`config.mk`:
```
export PLATFORM = sky130hd
export DESIGN_NAME = sha_shake_scheduler_flat
export DESIGN_NICKNAME = d
export VERILOG_FILES = /design/src/rtl/sha_sched_pkg.sv /design/src/rtl/sha_shake_scheduler_if.sv /design/src/rtl/rr_arbiter.sv /design/src/rtl/sha_shake_scheduler.sv /design/src/flat_wrapper.sv
export SDC_FILE = /design/constraint.sdc
export NUM_CORES = 1
export LEC_CHECK = 0
export ABC_AREA = 1
export BUFFER_PORTS_ARGS = -buffer_cell sky130_fd_sc_hd__buf_2
export CAP_MARGIN = 20
export CELL_PAD_IN_SITES_DETAIL_PLACEMENT = 1
export CELL_PAD_IN_SITES_GLOBAL_PLACEMENT = 2
export CORE_MARGIN = 5
export CORE_UTILIZATION = 23
export DETAILED_ROUTE_END_ITERATION = 10
export GPL_ROUTABILITY_DRIVEN = 0
export HOLD_SLACK_MARGIN = 0.12
export PLACE_DENSITY_LB_ADDON = 0.1
export SLEW_MARGIN = 20
export SYNTH_ARGS = -nofsm -noshare
export SYNTH_HDL_FRONTEND = slang
export SYNTH_SLANG_ARGS = --single-unit
```
`constraint.sdc`:
```
create_clock -name clk -period 3.75 [get_ports clk]
set_clock_uncertainty 0.15 [all_clocks]
set_input_delay 0 -clock clk [delete_from_list [all_inputs] [get_ports clk]]
set_output_delay 0 -clock clk [all_outputs]
set_load 0.02 [all_outputs]
```
`src/rtl/sha_sched_pkg.sv`:
```
// Shared state encoding and rate-type codes for the SHA/SHAKE core scheduler.
package sha_sched_pkg;

    typedef enum logic [2:0] {
        S_IDLE,
        S_ISSUE,
        S_ARM,
        S_RUN,
        S_DONE,
        S_HOLD,
        S_SQZ_RST,
        S_SQZ_GO
    } sched_state_e;

    localparam logic [1:0] RATE_SHA512   = 2'd0;
    localparam logic [1:0] RATE_SHA256   = 2'd1;
    localparam logic [1:0] RATE_SHAKE128 = 2'd2;

endpackage

```
`src/rtl/sha_shake_scheduler_if.sv`:
```
// Requester-side bus of the SHA/SHAKE scheduler: per-requester job fields, grant and completion.
interface sha_shake_scheduler_if #(
    parameter int NREQ = 3
);
    logic [NREQ-1:0]       req;
    logic [NREQ-1:0][1:0]  req_rate_type;
    logic [NREQ-1:0][31:0] req_mlen;
    logic [NREQ-1:0][31:0] req_olen;
    logic [NREQ-1:0]       req_more;
    logic [NREQ-1:0]       req_release;
    logic [NREQ-1:0]       gnt;
    logic [NREQ-1:0]       job_done;

    modport master (
        output req, req_rate_type, req_mlen, req_olen, req_more, req_release,
        input  gnt, job_done
    );

    modport slave (
        input  req, req_rate_type, req_mlen, req_olen, req_more, req_release,
        output gnt, job_done
    );
endinterface

```
`src/rtl/rr_arbiter.sv`:
```
// Combinational round-robin pick: first requester after last_i in circular order.
module rr_arbiter #(
    parameter int NREQ = 3,
    parameter int IW   = $clog2(NREQ)
) (
    input  logic [NREQ-1:0] req_i,
    input  logic [IW-1:0]   last_i,
    output logic [NREQ-1:0] gnt_o,
    output logic [IW-1:0]   idx_o
);
    logic [IW-1:0] cand;

    // Scan farthest-first so the closest candidate after last_i overwrites the result.
    always_comb begin
        gnt_o = '0;
        idx_o = '0;
        cand  = '0;
        for (int off = NREQ; off >= 1; off--) begin
            cand = IW'((int'(last_i) + off) % NREQ);
            if (req_i[cand]) begin
                gnt_o       = '0;
                gnt_o[cand] = 1'b1;
                idx_o       = cand;
            end
        end
    end
endmodule

```
`src/rtl/sha_shake_scheduler.sv`:
```
// Round-robin owner scheduler sequencing one shared SHA/SHAKE wrapper.
// Optional watchdog on ARM/RUN enabled by defining SHA_SCHED_WATCHDOG_EN.
module sha_shake_scheduler
    import sha_sched_pkg::*;
#(
    parameter int NREQ        = 3,
    parameter int WDOG_CYCLES = 4096
) (
    input  logic                    clk,
    input  logic                    rst_n,
    sha_shake_scheduler_if.slave    rq,
    output logic [$clog2(NREQ)-1:0] owner_o,
    output logic                    busy_o,
    output logic                    err_o,
    output logic                    core_rst_o,
    output logic                    core_intermediate_rst_o,
    output logic                    core_next_extract_o,
    output logic [1:0]              core_rate_type_o,
    output logic [31:0]             core_mlen_o,
    output logic [31:0]             core_olen_o,
    input  logic                    core_done_i
);
    localparam int IW = $clog2(NREQ);

    sched_state_e    state_q, state_d;
    logic [IW-1:0]   owner_q, owner_d;
    logic [1:0]      rate_q,  rate_d;
    logic [31:0]     mlen_q,  mlen_d;
    logic [31:0]     olen_q,  olen_d;
    logic [NREQ-1:0] arb_oh;
    logic [IW-1:0]   arb_idx;
    logic [NREQ-1:0] owner_oh;
    logic            wdog_pulse;

    rr_arbiter #(.NREQ(NREQ), .IW(IW)) u_arb (
        .req_i  (rq.req),
        .last_i (owner_q),
        .gnt_o  (arb_oh),
        .idx_o  (arb_idx)
    );

`ifdef SHA_SCHED_WATCHDOG_EN
    localparam logic [31:0] WDOG_LIM = 32'(WDOG_CYCLES - 1);
    logic [31:0] cnt_q, cnt_d;
    logic        err_q, err_d;
    logic        wto_q, wto_d;
`endif

    always_comb begin
        state_d = state_q;
        owner_d = owner_q;
        rate_d  = rate_q;
        mlen_d  = mlen_q;
        olen_d  = olen_q;
        case (state_q)
            S_IDLE: begin
                if (|arb_oh) begin
                    owner_d = arb_idx;
                    rate_d  = rq.req_rate_type[arb_idx];
                    mlen_d  = rq.req_mlen[arb_idx];
                    olen_d  = rq.req_olen[arb_idx];
                    state_d = S_ISSUE;
                end
            end
            S_ISSUE:   state_d = S_ARM;
            // Wait out the wrapper's stale registered done before watching for the real one.
            S_ARM:     if (!core_done_i) state_d = S_RUN;
            S_RUN:     if (core_done_i) state_d = S_DONE;
            S_DONE:    state_d = S_HOLD;
            S_HOLD: begin
                if (rq.req_release[owner_q]) begin
                    state_d = S_IDLE;
                end else if (rq.req_more[owner_q] && rate_q == RATE_SHAKE128) begin
                    olen_d  = rq.req_olen[owner_q];
                    state_d = S_SQZ_RST;
                end
            end
            S_SQZ_RST: state_d = S_SQZ_GO;
            S_SQZ_GO:  state_d = S_ARM;
            default:   state_d = S_IDLE;
        endcase
`ifdef SHA_SCHED_WATCHDOG_EN
        cnt_d = cnt_q;
        err_d = err_q;
        wto_d = 1'b0;
        if (state_q == S_ARM || state_q == S_RUN) begin
            if (cnt_q == WDOG_LIM) begin
                err_d   = 1'b1;
                wto_d   = 1'b1;
                state_d = S_IDLE;
            end else begin
                cnt_d = cnt_q + 32'd1;
            end
        end else if (state_d == S_ARM) begin
            cnt_d = '0;
        end
`endif
    end

    always_ff @(posedge clk or negedge rst_n) begin
        if (!rst_n) begin
            state_q <= S_IDLE;
            owner_q <= IW'(NREQ - 1);
            rate_q  <= '0;
            mlen_q  <= '0;
            olen_q  <= '0;
        end else begin
            state_q <= state_d;
            owner_q <= owner_d;
            rate_q  <= rate_d;
            mlen_q  <= mlen_d;
            olen_q  <= olen_d;
        end
    end

`ifdef SHA_SCHED_WATCHDOG_EN
    always_ff @(posedge clk or negedge rst_n) begin
        if (!rst_n) begin
            cnt_q <= '0;
            err_q <= 1'b0;
            wto_q <= 1'b0;
        end else begin
            cnt_q <= cnt_d;
            err_q <= err_d;
            wto_q <= wto_d;
        end
    end
    assign wdog_pulse = wto_q;
    assign err_o      = err_q;
`else
    assign wdog_pulse = 1'b0;
    assign err_o      = 1'b0;
`endif

    // A watchdog abort lands in IDLE while owner_q still names the aborted requester.
    assign owner_oh = NREQ'(1) << owner_q;

    always_comb begin
        rq.gnt      = (state_q != S_IDLE) ? owner_oh : '0;
        rq.job_done = (state_q == S_DONE || wdog_pulse) ? owner_oh : '0;
    end

    assign owner_o                 = owner_q;
    assign busy_o                  = (state_q != S_IDLE);
    assign core_rst_o              = (state_q == S_IDLE) || (state_q == S_ISSUE);
    assign core_intermediate_rst_o = (state_q == S_SQZ_RST);
    assign core_next_extract_o     = (state_q == S_SQZ_GO);
    assign core_rate_type_o        = rate_q;
    assign core_mlen_o             = mlen_q;
    assign core_olen_o             = olen_q;
endmodule

```
`src/flat_wrapper.sv`:
```
// flat-port wrapper written by rule: the top's interface ports become plain ports
module sha_shake_scheduler_flat import sha_sched_pkg::*;
#(
    parameter int NREQ        = 3,
    parameter int WDOG_CYCLES = 4096
)
  (clk, rst_n, owner_o, busy_o, err_o, core_rst_o, core_intermediate_rst_o, core_next_extract_o, core_rate_type_o, core_mlen_o, core_olen_o, core_done_i, rq_req, rq_req_rate_type, rq_req_mlen, rq_req_olen, rq_req_more, rq_req_release, rq_gnt, rq_job_done);
  sha_shake_scheduler_if #(.NREQ(NREQ)) rq_i ();
  input  logic clk;
  input  logic rst_n;
  output logic [$clog2(NREQ)-1:0] owner_o;
  output logic busy_o;
  output logic err_o;
  output logic core_rst_o;
  output logic core_intermediate_rst_o;
  output logic core_next_extract_o;
  output logic [1:0] core_rate_type_o;
  output logic [31:0] core_mlen_o;
  output logic [31:0] core_olen_o;
  input  logic core_done_i;
  input wire logic [$bits(rq_i.req)-1:0] rq_req;
  input wire logic [$bits(rq_i.req_rate_type)-1:0] rq_req_rate_type;
  input wire logic [$bits(rq_i.req_mlen)-1:0] rq_req_mlen;
  input wire logic [$bits(rq_i.req_olen)-1:0] rq_req_olen;
  input wire logic [$bits(rq_i.req_more)-1:0] rq_req_more;
  input wire logic [$bits(rq_i.req_release)-1:0] rq_req_release;
  output wire logic [$bits(rq_i.gnt)-1:0] rq_gnt;
  output wire logic [$bits(rq_i.job_done)-1:0] rq_job_done;
  assign rq_i.req = rq_req;
  assign rq_i.req_rate_type = rq_req_rate_type;
  assign rq_i.req_mlen = rq_req_mlen;
  assign rq_i.req_olen = rq_req_olen;
  assign rq_i.req_more = rq_req_more;
  assign rq_i.req_release = rq_req_release;
  assign rq_gnt = rq_i.gnt;
  assign rq_job_done = rq_i.job_done;
  sha_shake_scheduler #(.NREQ(NREQ), .WDOG_CYCLES(WDOG_CYCLES)) u_core (.clk(clk), .rst_n(rst_n), .rq(rq_i), .owner_o(owner_o), .busy_o(busy_o), .err_o(err_o), .core_rst_o(core_rst_o), .core_intermediate_rst_o(core_intermediate_rst_o), .core_next_extract_o(core_next_extract_o), .core_rate_type_o(core_rate_type_o), .core_mlen_o(core_mlen_o), .core_olen_o(core_olen_o), .core_done_i(core_done_i));
endmodule
```
==> impl_metrics.json, run 1 <==
{
  "syn_nets": 1295,
  "synth_area_leaders": "dfrtp_1 (28%), nand2_1 (22%), nand3_1 (14%), inv_1 (8.6%), o21ai_0 (7.5%)",
  "max_slew_margin": 0.471,
  "path_max_fanout": 28,
  "dp_hpwl_um": 21000,
  "p_int_mw": 4.03,
  "swShare": 0.563,
  "cts_sinks": 71,
  "cpLargestDelayFamily": "buffers and inverters",
  "syn_area_sq_um": 6280,
  "ant_nets": 0,
  "arrival_ns": 3.68,
  "pin_count": 289,
  "drv_slew": 0,
  "hold-worst-slack_ns": 0.111,
  "design_power_total_mw": 9.22,
  "power_density_nw_per_um2": 885,
  "netlist.area_leader.share": 0.279,
  "drc_errors": 0,
  "cp_num_buf_inv": 6,
  "worstSkewPairLatency_ns": 0.35,
  "switchingPower_mw": 5.19,
  "tritoncts": "built",
  "die-area_sq_um": 30700,
  "fin_area_sq_um": 10400,
  "clk_pin_slew_ns": 0.06,
  "grt_pass1_wl_um": 52700,
  "grt_pass1_vias": 9670,
  "crit_path_max_incr_delay_ns": 0.60,
  "drtIter0Drc": 342,
  "fin_crit_ns": 3.56,
  "fin_crit_sh": 0.948,
  "clkPwrFrac": 0.100,
  "cts_buffers": 9,
  "via_count": 8811,
  "ys_seq_area_frac": 0.283,
  "outcome": "finished, final reports clean",
  "crit_type": "flip-flop to flip-flop",
  "synth.most_common_cell": "nand2_1",
  "postPlaceCellArea_sq_um": 7900,
  "io_buffers": 287,
  "drt_wl_total_um": 33400,
  "rsz0062_at_grt": "false",
  "cp_slowest_cell": "dlygate4sd3_1",
  "p_comb_frac": 0.753,
  "grt_max_degree": 101,
  "cp_cell_sequence": "clkinv_1 > buf_4 > buf_4 > nor2_4 > buf_8 > a21oi_1 > o21ai_0 > dlygate4sd3_1 > nand3_1 > dlygate4sd3_1 > nand2_1",
  "syn_to_final_growth_pct": 66.0,
  "finalHoldViolations": 0,
  "grt_use_total": 0.215,
  "wire_per_inst_um": 17.7,
  "synthCells": 1080,
  "drv_cap": 0,
  "synth_common_cells": "nand2_1 (365), nand3_1 (173), inv_1 (144)",
  "synth_ff_type": "dfrtp_1",
  "die_y_um": 175,
  "setup_tns_ns": 0,
  "clk_path_buf_depth": 2,
  "post_cts_buffers": 0,
  "core_sq_um": 26900,
  "worstPathRequired_ns": 3.88,
  "pwr-share-seq": 0.147,
  "ir_drop_uv": 540,
  "rows": 60,
  "antenna_found_initial": 8,
  "fin_nets": 1750,
  "nFillCells": 3551,
  "yosys_warnings": 0,
  "reg2reg_setup_slack_ns": 0.19,
  "cts_root_buf": "clkbuf_16",
  "syn_avg_cell_area_sq_um": 5.81,
  "drtPass1Iterations": 4,
  "htreeDepth": 3,
  "fmax_mhz": 281,
  "synth-edff-count": 0,
  "end_kind": "flip-flop",
  "setup_violations": 0,
  "yosys_register_bits": 71,
  "viasPerCell": 4.67,
  "crit_path_start_kind": "flip-flop",
  "ys_types": 27,
  "finalCoreUtilization": 0.388,
  "final_layout_size_suffix_gt1_frac": 0.221,
  "overflow": 0,
  "p_leak_nw": 5.74,
  "holdCritPathClass": "input pin to asynchronous set/reset pin",
  "start_util": 0.234,
  "die_w_um": 175,
  "synth_top_area_cell": "dfrtp_1",
  "async_reset_ff_frac": 1.00,
  "tightest_slew_ns": 0.794
}
-- cell families (layout without fill, tap and decap cells) --
kind of cell               Yosys count  after routing  share of synthesized area
and+or+nand+nor                    601            602                      0.403
buffers and inverters              225            684                      0.160
AOI/OAI and AO/OA                  177            177                      0.143
DFF                                 71             71                      0.283
adders and majority gates            5              5                    0.00997
other                                1              6                   0.000598
-- worst reg2reg max path, stage by stage, from the launching register on --
cell and delay [ns]:
dfstp_2 0.57, clkinv_1 0.12, buf_4 0.22, buf_4 0.26
nor2_4 0.30, buf_8 0.30, a21oi_1 0.13, o21ai_0 0.12
dlygate4sd3_1 0.60, nand3_1 0.09, dlygate4sd3_1 0.58, nand2_1 0.06
-- flip-flops by register name (all words and copies together) (netlist names) --
name / cells
u_core.core_mlen_o: 32
u_core.core_olen_o: 32
u_core.state_q: 3
u_core.core_rate_type_o: 2
u_core.owner_o: 2
-- power groups by stage --
stage               logic, mW  clock network (mW)  registers (mW)
floorplan                4.10                   0            1.76
global placement         6.39                   0            1.36
detailed placement       6.44                   0            1.36
CTS                      6.94               0.968            1.36
global route             7.80               0.984            1.41
finish                   6.94               0.923            1.36
-- metal layers --
metal	GRT usage	up-vias	part of all wire
li1	-	4308	-
met1	0.269	4206	0.44
met2	0.366	241	0.48
met3	0.0485	48	0.056
met4	0.0681	8	0.024
met5	0	-	0.0016
-- timing repair --
| action | CTS | global route |
|---|---|---|
| endpoints found under the hold margin | 119 | 0 |
| setup endpoints to repair | 0 | 30 |
| hold buffers | 215 | 0 |
| gates resized for setup | 0 | 8 |
-- layout by cell type (no fill, tap or decap) --
cell type / synthesis / final
nand3b_2: 0 / 1
nand2_2: 5 / 5
nand2_4: 1 / 4
buf_12: 0 / 3
dfstp_2: 1 / 1
nor2_1: 51 / 51
ha_1: 5 / 4
o21ai_0: 94 / 94
o211ai_1: 1 / 1
dfrtp_2: 0 / 1
inv_2: 4 / 4
buf_2: 27 / 286
conb_1: 1 / 1
dfrtp_1: 70 / 69
nor2_4: 0 / 1
dlygate4sd3_1: 0 / 215
clkinvlp_4: 0 / 2
buf_6: 11 / 1
clkbuf_8: 0 / 1
nand3_1: 173 / 173
a211o_1: 1 / 1
nor3_1: 3 / 3
o21ai_1: 11 / 11
clkbuf_16: 0 / 9
nand2_1: 365 / 361
inv_1: 144 / 144
ha_4: 0 / 1
a21oi_1: 68 / 68
nand3b_4: 1 / 1
diode_2: 0 / 5
clkinv_2: 0 / 3
clkinv_1: 2 / 2
buf_8: 0 / 1
nand2_8: 0 / 1
nand3_4: 1 / 1
bufinv_16: 0 / 1
o21bai_1: 2 / 2
buf_4: 12 / 11
buf_16: 0 / 1
-- path summary, 6_finish.rpt --
check / endpoint / from / cells past startpoint
worst max-delay path: u_core.core_olen_o[17]$_DFFE_PN0P_ / u_core.owner_o[1]$_DFFE_PN1P_ / 11
worst min-delay path: u_core.core_olen_o[30]$_DFFE_PN0P_ / rst_n / 2
worst max register to register: u_core.core_olen_o[17]$_DFFE_PN0P_ / u_core.owner_o[1]$_DFFE_PN1P_ / 11
worst min register to register: u_core.core_olen_o[21]$_DFFE_PN0P_ / u_core.core_olen_o[21]$_DFFE_PN0P_ / 2
max in group asynchronous: u_core.core_olen_o[24]$_DFFE_PN0P_ / rst_n / 3
min in group clk: u_core.state_q[1]$_DFFE_PN0P_ / rq_req_release[2] / 5
-- layout make-up --
class / count / area (sq um) / share of cell area
timing repair buffer: 518 / 3780 / 0.363
inverter: 150 / 563 / 0.0540
tap: 341 / 427 / 0.0409
antenna: 5 / 12.5 / 0.00120
sequential: 71 / 1780 / 0.171
clock inverter: 6 / 60.1 / 0.00576
multi-input combinational: 785 / 3560 / 0.342
clock buffer: 10 / 239 / 0.0229
-- stage by stage --
stage          std cells  setup slack, ns
2_1_floorplan       1080            0.920
3_3_place_gp        1649            0.496
3_5_place_dp        1649            0.413
4_1_cts             1880           0.0337
5_1_grt             1884          0.00229
6_report            1886            0.194
No activity file was read; power rests on OpenSTA's default activity.
==> inputs of run 2 (changes only) <==
--- a/config.mk
+++ b/config.mk
@@ -12,6 +12,7 @@
 export CELL_PAD_IN_SITES_GLOBAL_PLACEMENT = 2
 export CORE_MARGIN = 5
 export CORE_UTILIZATION = 23
+export CTS_BUF_LIST = sky130_fd_sc_hd__clkbuf_16
 export DETAILED_ROUTE_END_ITERATION = 10
 export GPL_ROUTABILITY_DRIVEN = 0
 export HOLD_SLACK_MARGIN = 0.12
==> impl_metrics.json, run 2 (same netlist as run 1, synthesis figures left out) <==
{
  "instances_no_fill": 1886,
  "setup_violations": 0,
  "pin_count": 289,
  "rows": 60,
  "regArea_sq_um": 1780,
  "cts_sinks": 71,
  "cp_cell_sequence": "clkinv_1 > buf_4 > buf_4 > nor2_4 > buf_8 > a21oi_1 > o21ai_0 > dlygate4sd3_1 > nand3_1 > dlygate4sd3_1 > nand2_1",
  "wire_per_inst_um": 17.7,
  "grt_pass1_wl_um": 52700,
  "final_layout_size_suffix_gt1_frac": 0.220,
  "p_leak_nw": 5.73,
  "drtIter0Drc": 323,
  "htreeDepth": 3,
  "die_w_um": 175,
  "crit_type": "flip-flop to flip-flop",
  "start_util": 0.234,
  "outcome": "finished, final reports clean",
  "power_density_nw_per_um2": 883,
  "overflow": 0,
  "drtPass1Iterations": 4,
  "finalCoreUtilization": 0.387,
  "rsz0062_at_grt": "false",
  "fin_crit_sh": 0.950,
  "crit_path_max_incr_delay_ns": 0.61,
  "core_sq_um": 26900,
  "clk_path_buf_depth": 2,
  "arrival_ns": 3.69,
  "most-common-layout-cells": "nand2_1 (361), buf_2 (286), dlygate4sd3_1 (215)",
  "drv_cap": 0,
  "worstPathRequired_ns": 3.88,
  "grt_use_total": 0.215,
  "cts_root_buf": "clkbuf_16",
  "cts_buffers": 9,
  "max_slew_margin": 0.471,
  "grt_pass1_vias": 9670,
  "numPlacedInstances": 1649,
  "nFillCells": 3552,
  "drv_slew": 0,
  "tritoncts": "built",
  "drc_errors": 0,
  "fmax_mhz": 281,
  "viasPerCell": 4.67,
  "multi_input_area_sq_um": 3560,
  "holdCritPathClass": "input pin to asynchronous set/reset pin",
  "die-area_sq_um": 30700,
  "antenna_found_initial": 8,
  "end_kind": "flip-flop",
  "post_cts_buffers": 0,
  "via_count": 8805,
  "path_max_fanout": 28,
  "clk_pin_slew_ns": 0.06,
  "worstSkewPairLatency_ns": 0.35,
  "fin_area_sq_um": 10400,
  "cpLargestDelayFamily": "buffers and inverters",
  "tightest_slew_ns": 0.794,
  "drt_wl_total_um": 33400,
  "final_common_cell": "nand2_1",
  "io_buffers": 287,
  "fin_crit_ns": 3.56,
  "die_y_um": 175,
  "finalHoldViolations": 0,
  "design_power_total_mw": 9.19,
  "crit_path_start_kind": "flip-flop",
  "setup_tns_ns": 0,
  "ir_drop_uv": 539,
  "ant_nets": 0,
  "postPlaceCellArea_sq_um": 7900,
  "syn_to_final_growth_pct": 65.9,
  "fin_nets": 1750,
  "dp_hpwl_um": 21000,
  "cp_slowest_cell": "dlygate4sd3_1",
  "grt_max_degree": 101,
  "cp_num_buf_inv": 6
}
-- run 2: final timing paths --
path,from,slack (ns),to,cells past startpoint
hold / removal,rst_n,0.11,u_core.core_olen_o[30]$_DFFE_PN0P_,2
setup reg to reg,u_core.owner_o[1]$_DFFE_PN1P_,0.19,u_core.core_olen_o[17]$_DFFE_PN0P_,11
min in group clk,rq_req_release[2],0.17,u_core.state_q[1]$_DFFE_PN0P_,5
hold reg to reg,u_core.core_olen_o[21]$_DFFE_PN0P_,0.33,u_core.core_olen_o[21]$_DFFE_PN0P_,2
setup / recovery,u_core.owner_o[1]$_DFFE_PN1P_,0.19,u_core.core_olen_o[17]$_DFFE_PN0P_,11
max in group asynchronous,rst_n,2.48,u_core.core_olen_o[24]$_DFFE_PN0P_,3
-- run 2: routing by layer --
metal	vias to the layer above	global-route usage	part of all wire	routed length, um
met1	4192	0.269	0.44	14600
met3	48	0.0485	0.058	1920
li1	4308	-	-	-
met2	249	0.366	0.48	16100
met4	8	0.0681	0.024	788
met5	-	0	0.0016	53
-- run 2: cell type report --
class	instances	share of cell area
clock buffer	9	0.0216
inverter	150	0.0541
tap	341	0.0410
antenna	5	0.00120
multi-input combinational	785	0.342
clock inverter	7	0.00613
sequential	71	0.171
timing repair buffer	518	0.363
-- run 2: per-stage QoR --
step	hold WS [ns]	setup slack (ns)
floorplan	-0.446	0.920
global placement	-0.0180	0.496
detailed placement	-0.0103	0.413
CTS	0.120	0.0334
global route	0.178	0.00229
finish	0.111	0.189
-- run 2: power by group --
group / switching (mW) / internal (mW) / total [mW]
registers: 0.211 / 1.15 / 1.36
logic: 4.58 / 2.35 / 6.93
clock network: 0.391 / 0.511 / 0.902
total: 5.18 / 4.01 / 9.19
-- run 2: worst register-to-register path, stage by stage, from the launching register on --
cell           delay (ns)
dfstp_2              0.57
clkinv_1             0.12
buf_4                0.22
buf_4                0.26
nor2_4               0.30
buf_8                0.30
a21oi_1              0.13
o21ai_0              0.12
dlygate4sd3_1        0.61
nand3_1              0.09
dlygate4sd3_1        0.58
nand2_1              0.06
-- run 2: repair_timing --
item,in CTS,in global routing
hold buffers,215,0
setup endpoints to repair,0,30
endpoints found under the hold margin,119,0
gates resized for setup,0,8
